File: src/rtl/mux_pkg.sv
// rtl/mux_pkg.sv - shared skid-buffer state encoding and default sizing for mux_sel_pipe
package mux_pkg;

  typedef enum logic [1:0] {
    EMPTY = 2'd0,
    ONE   = 2'd1,
    FULL  = 2'd2
  } skid_state_e;

  localparam int DEFAULT_WIDTH  = 16;
  localparam int DEFAULT_NUM_IN = 5;

endpackage

File: src/rtl/mux_comb_n.sv
// rtl/mux_comb_n.sv - combinational N-way word select; out-of-range select yields zero
module mux_comb_n #(
  parameter int WIDTH  = 16,
  parameter int NUM_IN = 5,
  parameter int SEL_W  = $clog2(NUM_IN)
) (
  input  logic [NUM_IN*WIDTH-1:0] in_flat,
  input  logic [SEL_W-1:0]        sel,
  output logic [WIDTH-1:0]        sel_data
);

  always_comb begin
    sel_data = '0;
    for (int k = 0; k < NUM_IN; k++) begin
      if (sel == SEL_W'(k)) begin
        sel_data = in_flat[k*WIDTH +: WIDTH];
      end
    end
  end

endmodule

File: src/rtl/mux_sel_pipe.sv
// rtl/mux_sel_pipe.sv - registered word select behind a 2-entry skid buffer
// Define MUX_SEL_PIPE_ERR_EN to get a sticky out-of-range select flag on err.
module mux_sel_pipe
  import mux_pkg::*;
#(
  parameter int WIDTH  = DEFAULT_WIDTH,
  parameter int NUM_IN = DEFAULT_NUM_IN,
  parameter int SEL_W  = $clog2(NUM_IN)
) (
  input  logic                    CLK,
  input  logic                    Reset,
  input  logic [NUM_IN*WIDTH-1:0] I,
  input  logic [SEL_W-1:0]        S,
  input  logic                    in_valid,
  output logic                    in_ready,
  output logic [WIDTH-1:0]        O,
  output logic                    out_valid,
  input  logic                    out_ready,
  output logic                    err
);

  skid_state_e      state_q, state_d;
  logic [WIDTH-1:0] out_data_q, out_data_d;
  logic [WIDTH-1:0] skid_data_q, skid_data_d;
  logic             in_ready_q, in_ready_d;
  logic [WIDTH-1:0] sel_data;
  logic             accept;
  logic             emit;

  mux_comb_n #(
    .WIDTH  (WIDTH),
    .NUM_IN (NUM_IN),
    .SEL_W  (SEL_W)
  ) u_mux (
    .in_flat  (I),
    .sel      (S),
    .sel_data (sel_data)
  );

  assign accept = in_valid & in_ready_q;
  assign emit   = out_valid & out_ready;

  always_ff @(posedge CLK) begin
    if (Reset) begin
      state_q     <= EMPTY;
      out_data_q  <= '0;
      skid_data_q <= '0;
      in_ready_q  <= 1'b1;
    end else begin
      state_q     <= state_d;
      out_data_q  <= out_data_d;
      skid_data_q <= skid_data_d;
      in_ready_q  <= in_ready_d;
    end
  end

  // out_data always holds the oldest word; skid only fills when output is occupied and stalled
  always_comb begin
    state_d     = state_q;
    out_data_d  = out_data_q;
    skid_data_d = skid_data_q;
    case (state_q)
      EMPTY: begin
        if (accept) begin
          state_d    = ONE;
          out_data_d = sel_data;
        end
      end
      ONE: begin
        if (accept && emit) begin
          out_data_d = sel_data;
        end else if (accept) begin
          state_d     = FULL;
          skid_data_d = sel_data;
        end else if (emit) begin
          state_d = EMPTY;
        end
      end
      FULL: begin
        if (emit) begin
          state_d    = ONE;
          out_data_d = skid_data_q;
        end
      end
      default: state_d = EMPTY;
    endcase
    in_ready_d = (state_d != FULL);
  end

  always_comb begin
    out_valid = (state_q != EMPTY);
    in_ready  = in_ready_q;
    O         = out_data_q;
  end

`ifdef MUX_SEL_PIPE_ERR_EN
  localparam logic [SEL_W:0] NUM_IN_EXT = (SEL_W+1)'(NUM_IN);

  logic err_q, err_d;

  always_comb begin
    err_d = err_q | (accept & ({1'b0, S} >= NUM_IN_EXT));
  end

  always_ff @(posedge CLK) begin
    if (Reset) begin
      err_q <= 1'b0;
    end else begin
      err_q <= err_d;
    end
  end

  assign err = err_q;
`else
  assign err = 1'b0;
`endif

endmodule

File: config.mk
export PLATFORM = sky130hd
export DESIGN_NAME = mux_sel_pipe
export DESIGN_NICKNAME = d
export VERILOG_FILES = /design/src/rtl/mux_pkg.sv /design/src/rtl/mux_comb_n.sv /design/src/rtl/mux_sel_pipe.sv
export SDC_FILE = /design/constraint.sdc
export NUM_CORES = 1
export LEC_CHECK = 0
export CAP_MARGIN = 5
export CORE_MARGIN = 2
export CORE_UTILIZATION = 40
export CTS_CLUSTER_DIAMETER = 150
export DETAILED_ROUTE_END_ITERATION = 8
export GPL_TIMING_DRIVEN = 0
export PLACE_DENSITY = 0.8
export SETUP_SLACK_MARGIN = 0.3
export SYNTH_ARGS = -nofsm -noshare
export SYNTH_HDL_FRONTEND = slang
export SYNTH_SLANG_ARGS = --single-unit
File: constraint.sdc
create_clock -name CLK -period 4.58 [get_ports CLK]
set_clock_uncertainty 0.15 [all_clocks]
set_input_delay 1.145 -clock CLK [delete_from_list [all_inputs] [get_ports CLK]]
set_output_delay 1.145 -clock CLK [all_outputs]
set_load 0.05 [all_outputs]
# After elaboration in Yosys (flattened, before gate mapping)
# Index checks and enable logic that the tools add are counted.
[classes]
bitwise_logic = 3
reduce_logical = 7
n_eq_ne = 10
muxes = 15
[op_table]
columns = ["op", "count"]
rows = [
  ["2-to-1 mux 16 bit", 8],
  ["case mux 16 bit (3 select lines)", 1],
  ["2-to-1 mux 2 bit", 5],
  ["inequality test 2 bit, second input constant", 4],
  ["equality test 3 x 2 -> 1 bit, second input constant", 2],
  ["case mux 2 bit (3 select lines)", 1],
  ["AND reduction 4 bit", 1],
  ["equality test 3 x 1 -> 1 bit, second input constant", 1],
  ["equality test 3 bit, second input constant", 1],
  ["logical NOT 3 bit", 1],
  ["AND reduction 3 bit", 1],
  ["nonzero test 3 bit", 1],
  ["bitwise AND 1 bit", 2],
  ["equality test 2 x 1 -> 1 bit, second input constant", 1],
  ["equality test 2 bit, second input constant", 1],
  ["logical NOT 2 bit", 1],
  ["nonzero test 2 bit", 1],
  ["logical AND 1 bit", 1],
  ["NOT 1 bit", 1],
]
[totals]
input_bits = 87
regBits = 35
output_inout_bits = 19
word_cells = 39

# Logic depth before layout (Yosys ltp)
[depth]
word_depth = 8
mapped_depth = 7
depth_no_buf = 4

# Cells and area by module
# A second synthesis with hierarchy kept.
[hier_totals]
cells_unflattened = 224
area_unflattened_um2 = 2188.3
[by_module_without_submodules]
columns = ["mod", "cells_per_inst", "seq_area_each_um2", "instances", "area_each_um2"]
rows = [
  ["mux_sel_pipe", 143, 700.7, 1, 1511.4],
  ["mux_comb_n", 81, 0.0, 1, 676.9],
]

# Least setup slack after synthesis
# Ideal clock, no wire load.
[synth_path]
kind = "input port to flip-flop"
startpoint = "input S[1]"
endpoint = "register out_data_q[9] (netlist: O[9])"
required_time_ns = 4.313
path_slack_ns = 1.978
path_buffers = 2
setup_ns = 0.117
path_stages = 6
arrival_time_ns = 2.335
cell_sequence = "buf_6 -> buf_2 -> mux2_2 -> a222oi_1 -> a21oi_1 -> a22o_1"
[synth_between]
elab_chain_cells = 8
word_cells_on_any_way = 13
cone_classes = "4 x eq/ne; 8 x mux; 1 x reduce/logical"
[synth_lines]
columns = ["element", "line", "rtl"]
rows = [
  ["start: declaration", "mux_sel_pipe.sv:13", "input logic [SEL_W-1:0] S,"],
  ["logical NOT 3 bit", "mux_comb_n.sv:15", "if (sel == SEL_W'(k)) begin"],
  ["2-to-1 mux 16 bit (4 in series)", "mux_comb_n.sv:15", ""],
  ["2-to-1 mux 16 bit (*)", "mux_comb_n.sv:15", ""],
  ["2-to-1 mux 16 bit (on tied branches)", "mux_sel_pipe.sv:70, mux_sel_pipe.sv:64", ""],
  ["case mux 16 bit (3 select lines) (*)", "mux_sel_pipe.sv:62", "case (state_q)"],
  ["end signal: assignment", "mux_sel_pipe.sv:51", "out_data_q <= out_data_d;"],
  ["end: declaration", "mux_sel_pipe.sv:23", "logic [WIDTH-1:0] out_data_q, out_data_d;"],
]
# Every way passes the cells marked *; elsewhere a longest branch is shown, timed or not. The select of a mux whose other input is x is not followed.
# A chain may end at the register's enable or synchronous reset.

# Final worst setup path
[layout_path]
startpoint = "register state_q[1]"
endpoint = "output out_valid"
[layout_between]
elab_chain_cells = 1
[layout_lines]
columns = ["element", "line", "rtl"]
rows = [
  ["start: declaration", "mux_sel_pipe.sv:22", "skid_state_e state_q, state_d;"],
  ["start signal: assignment", "mux_sel_pipe.sv:50", "state_q <= state_d;"],
  ["nonzero test 2 bit", "mux_sel_pipe.sv:91", "out_valid = (state_q != EMPTY);"],
  ["end: declaration", "mux_sel_pipe.sv:17", "output logic out_valid,"],
]
# No other way between the ends.

==> metrics.txt <==
# TYPE chip_impl_metric gauge
chip_impl_metric{name="vias",unit=""} 2084
chip_impl_metric{name="power.density",unit="nW/µm²"} 272
chip_impl_metric{name="synth-async-reset-ratio",unit="%"} 0
chip_impl_metric{name="drive_above_1_share",unit="%"} 17.7
chip_impl_metric{name="cts.repair_timing.setup_buffer_count",unit=""} 0
chip_impl_metric{name="antenna_left",unit=""} 0
chip_impl_metric{name="finalHoldWorstSlack",unit="ns"} 0.326
chip_impl_metric{name="timing.fmax",unit="MHz"} 319
chip_impl_metric{name="worst-endpoint-required",unit="ns"} 3.28
chip_impl_metric{name="globalRoute.totalOverflow",unit=""} 0
chip_impl_metric{name="post_layout_cell_count",unit=""} 384
chip_impl_metric{name="routed_wire_length_per_instance",unit="µm"} 15.4
chip_impl_metric{name="synth-xor-area-share",unit="%"} 0
chip_impl_metric{name="report.final.slew_viol_count",unit=""} 0
chip_impl_metric{name="synthSimpleGateAreaFrac",unit="%"} 10.5
chip_impl_metric{name="grt_first_pass_wirelength",unit="mm"} 9.23
chip_impl_info{name="cp_cell_sequence",value="clkbuf_1 -> or2_2 -> clkdlybuf4s50_1"} 1
chip_impl_metric{name="ctsHtreeMaxLevel",unit=""} 2
chip_impl_metric{name="critPathBufInv",unit=""} 2
chip_impl_metric{name="postLayoutSetupSlackWorst",unit="ns"} 1.44
chip_impl_metric{name="clock-sinks",unit=""} 35
chip_impl_metric{name="final_design_area_no_fill",unit="µm²"} 3240
chip_impl_metric{name="number_of_max_capacitance_violations_reported",unit=""} 0
chip_impl_metric{name="final.period_utilization",unit="%"} 68.5
chip_impl_metric{name="die_area",unit="µm²"} 5610
chip_impl_metric{name="cts_hold_repair.buffers",unit=""} 0
chip_impl_metric{name="track_usage",unit="%"} 21.8
chip_impl_info{name="cpMaxStageDelayCell",value="sky130_fd_sc_hd__clkdlybuf4s50_1"} 1
chip_impl_info{name="timing.critical_path.max_delay_family",value="buffers and inverters"} 1
chip_impl_metric{name="seq_area_frac_synth",unit="%"} 34.9
chip_impl_metric{name="antenna_cells_inserted",unit=""} 0
chip_impl_metric{name="syn-num-nets",unit=""} 293
chip_impl_metric{name="core_region_area",unit="µm²"} 4790
chip_impl_info{name="timing.critical_path.to_type",value="primary output"} 1
chip_impl_metric{name="power.ir.vdd_worst",unit="mV"} 0.192
chip_impl_metric{name="io_buffer_count",unit=""} 103
chip_impl_info{name="final_cell_mix",value="sky130_fd_sc_hd__clkdlybuf4s50_1 (103), sky130_fd_sc_hd__dfxtp_1 (35), sky130_fd_sc_hd__nor2_1 (35)"} 1
chip_impl_metric{name="place.detailed.hpwl",unit="mm"} 4.62
chip_impl_info{name="layout.cells.most_common",value="sky130_fd_sc_hd__clkdlybuf4s50_1"} 1
chip_impl_metric{name="clk_path_buf_depth",unit=""} 2
chip_impl_metric{name="area.growth.synth_to_final",unit="%"} 61.3
chip_impl_metric{name="wl",unit="mm"} 5.91
chip_impl_info{name="timing.critical_path.from_type",value="register"} 1
chip_impl_info{name="synth_top_family_by_area",value="compound AO/OA/AOI/OAI gates"} 1
chip_impl_metric{name="synthAdderAreaFrac",unit="%"} 0
chip_impl_metric{name="post-place-ws",unit="ns"} 1.31
chip_impl_info{name="rsz_0062_raised_after_global_routing",value="no"} 1
chip_impl_metric{name="ys.warnings.count",unit=""} 0
chip_impl_metric{name="arrival",unit="ns"} 1.84
chip_impl_metric{name="detail_route.iter0.violations",unit=""} 137
chip_impl_metric{name="regArea",unit="µm²"} 701
chip_impl_metric{name="die_w",unit="µm"} 74.9
chip_impl_metric{name="final_core_utilization",unit="%"} 67.7
chip_impl_metric{name="finalWeightedCongestion",unit=""} 0.802
chip_impl_metric{name="fin_total_pwr",unit="µW"} 880
chip_impl_metric{name="cts_resized",unit=""} 0
chip_impl_metric{name="postSynthCellCount",unit=""} 206
chip_impl_metric{name="nFillCells",unit=""} 393
chip_impl_info{name="min_path_type",value="register to register"} 1
chip_impl_metric{name="worstSkewPairLatency",unit="ns"} 0.29
chip_impl_metric{name="fin_tns_setup",unit="ns"} 0
chip_impl_metric{name="synth_compound_gate_area_share",unit="%"} 26.6
chip_impl_metric{name="finalSetupViolCount",unit=""} 0
chip_impl_info{name="tritoncts",value="built"} 1
chip_impl_metric{name="relSlewSlack",unit="%"} 66.3
chip_impl_metric{name="synth.avg_cell_area",unit="µm²"} 9.75
chip_impl_metric{name="multiInputGateArea",unit="µm²"} 1180
chip_impl_metric{name="static-leakage-power",unit="nW"} 1.27
chip_impl_metric{name="critPathMaxStageDelay",unit="ns"} 0.79
chip_impl_metric{name="placed_cells",unit=""} 376
chip_impl_metric{name="synth_enable_flop_cells",unit=""} 0
chip_impl_metric{name="remaining_drc_errors",unit=""} 0
chip_impl_metric{name="yosys.cell_types.count",unit=""} 29
chip_impl_metric{name="post_synth_mux_area_share",unit="%"} 21.2
chip_impl_info{name="worstSetupPathType",value="register to primary output"} 1
chip_impl_metric{name="syn_area",unit="µm²"} 2010
chip_impl_metric{name="number_of_global_route_vias_before_repair",unit=""} 2090
chip_impl_metric{name="cts-buffers-inserted",unit=""} 5
chip_impl_info{name="synthFlopType",value="sky130_fd_sc_hd__dfxtp_1"} 1
chip_impl_info{name="clk_tree_root_cell",value="sky130_fd_sc_hd__clkbuf_8"} 1
chip_impl_metric{name="worst_setup_hold_path_clk_slew",unit="ns"} 0.07
chip_impl_metric{name="worst_slew_pin_slew",unit="ns"} 0.504
chip_impl_metric{name="viasPerCell",unit=""} 5.43
chip_impl_info{name="status",value="finished clean"} 1
chip_impl_metric{name="flip_flop_and_latch_count_after_synthesis",unit=""} 35
chip_impl_metric{name="grt_max_degree",unit=""} 12
chip_impl_metric{name="min_period",unit="ns"} 3.14
chip_impl_metric{name="timing.critical_path.fanout_max",unit=""} 9
chip_impl_metric{name="firstDrtPassIters",unit=""} 5
chip_impl_metric{name="floorplan.initialDensity",unit="%"} 42.0
chip_impl_metric{name="grt_antenna_before_repair",unit=""} 0
chip_impl_metric{name="ioPinCount",unit=""} 106
chip_impl_metric{name="final_net_count",unit=""} 403
chip_impl_metric{name="floorplan.die.height",unit="µm"} 74.9
chip_impl_metric{name="fp-row-count",unit=""} 25
chip_impl_metric{name="place_area",unit="µm²"} 3120
chip_impl_metric{name="hold_violations",unit=""} 0
-- final cells by class --
type / instances / share of cell area [%]
multi-input cells: 148 / 36.3
repair buffers: 103 / 31.8
flip-flops and latches: 35 / 21.6
plain buffers: 22 / 3.98
well taps: 67 / 2.59
clock buffers: 6 / 2.55
clock inverters: 2 / 1.08
inverters: 1 / 0.116
-- cell families (layout without fill, tap and decap cells) --
logic type | count (synthesis) | count (layout)
other | 1 | 1
multiplexers | 33 | 33
AO/OA/AOI/OAI | 68 | 68
buffers and inverters | 23 | 134
flip-flops | 35 | 35
AND/OR/NAND/NOR | 46 | 46
-- flip-flops by register name (all words and copies together) (netlist names) --
name and flops:
O 16, in_ready 1, skid_data_q 16, state_q 2
-- worst reg2reg max path, stage by stage, from the launching register on --
cell and delay, ns:
sky130_fd_sc_hd__dfxtp_1 0.31, sky130_fd_sc_hd__clkbuf_1 0.29, sky130_fd_sc_hd__nand3b_1 0.12, sky130_fd_sc_hd__o31a_1 0.12
sky130_fd_sc_hd__nor2_1 0.40, sky130_fd_sc_hd__buf_2 0.31, sky130_fd_sc_hd__a22o_1 0.16
-- Yosys cell counts (3+ instances only) --
library cell               count  share of area, %
sky130_fd_sc_hd__mux2_2       16               9.0
sky130_fd_sc_hd__dfxtp_1      35                35
sky130_fd_sc_hd__nor2_1       35               6.5
sky130_fd_sc_hd__a22o_1       16               7.0
sky130_fd_sc_hd__clkbuf_1      8               1.5
sky130_fd_sc_hd__a21oi_1      16               4.0
sky130_fd_sc_hd__a222oi_1     16               8.0
sky130_fd_sc_hd__buf_2         9               2.2
sky130_fd_sc_hd__a211oi_1     16               6.0
sky130_fd_sc_hd__mux2_4       15                11
sky130_fd_sc_hd__nor2b_1       3              0.93
-- report_power, final --
| group | total, mW | switching [mW] | internal [mW] |
|---|---|---|---|
| Combinational | 0.262 | 0.117 | 0.145 |
| Clock | 0.286 | 0.110 | 0.176 |
| Sequential | 0.332 | 0.0101 | 0.322 |
-- final timing paths --
kind / from / slack, ns / cells after the start / endpoint
min reg2reg: O[5] / 0.33 / 1 / O[5]
min: O[5] / 0.33 / 1 / O[5]
max reg2reg: state_q[1] / 2.66 / 6 / O[14]
max: state_q[1] / 1.44 / 3 / out_valid
-- layer usage --
layer	vias up	GRT usage, %	wire length [µm]
met3	12	6.56	382
met2	82	38.5	3010
li1	1013	-	-
met5	-	0	0
met4	0	7.14	89
met1	977	25.1	2430
No activity file was read; power rests on OpenSTA's default activity.
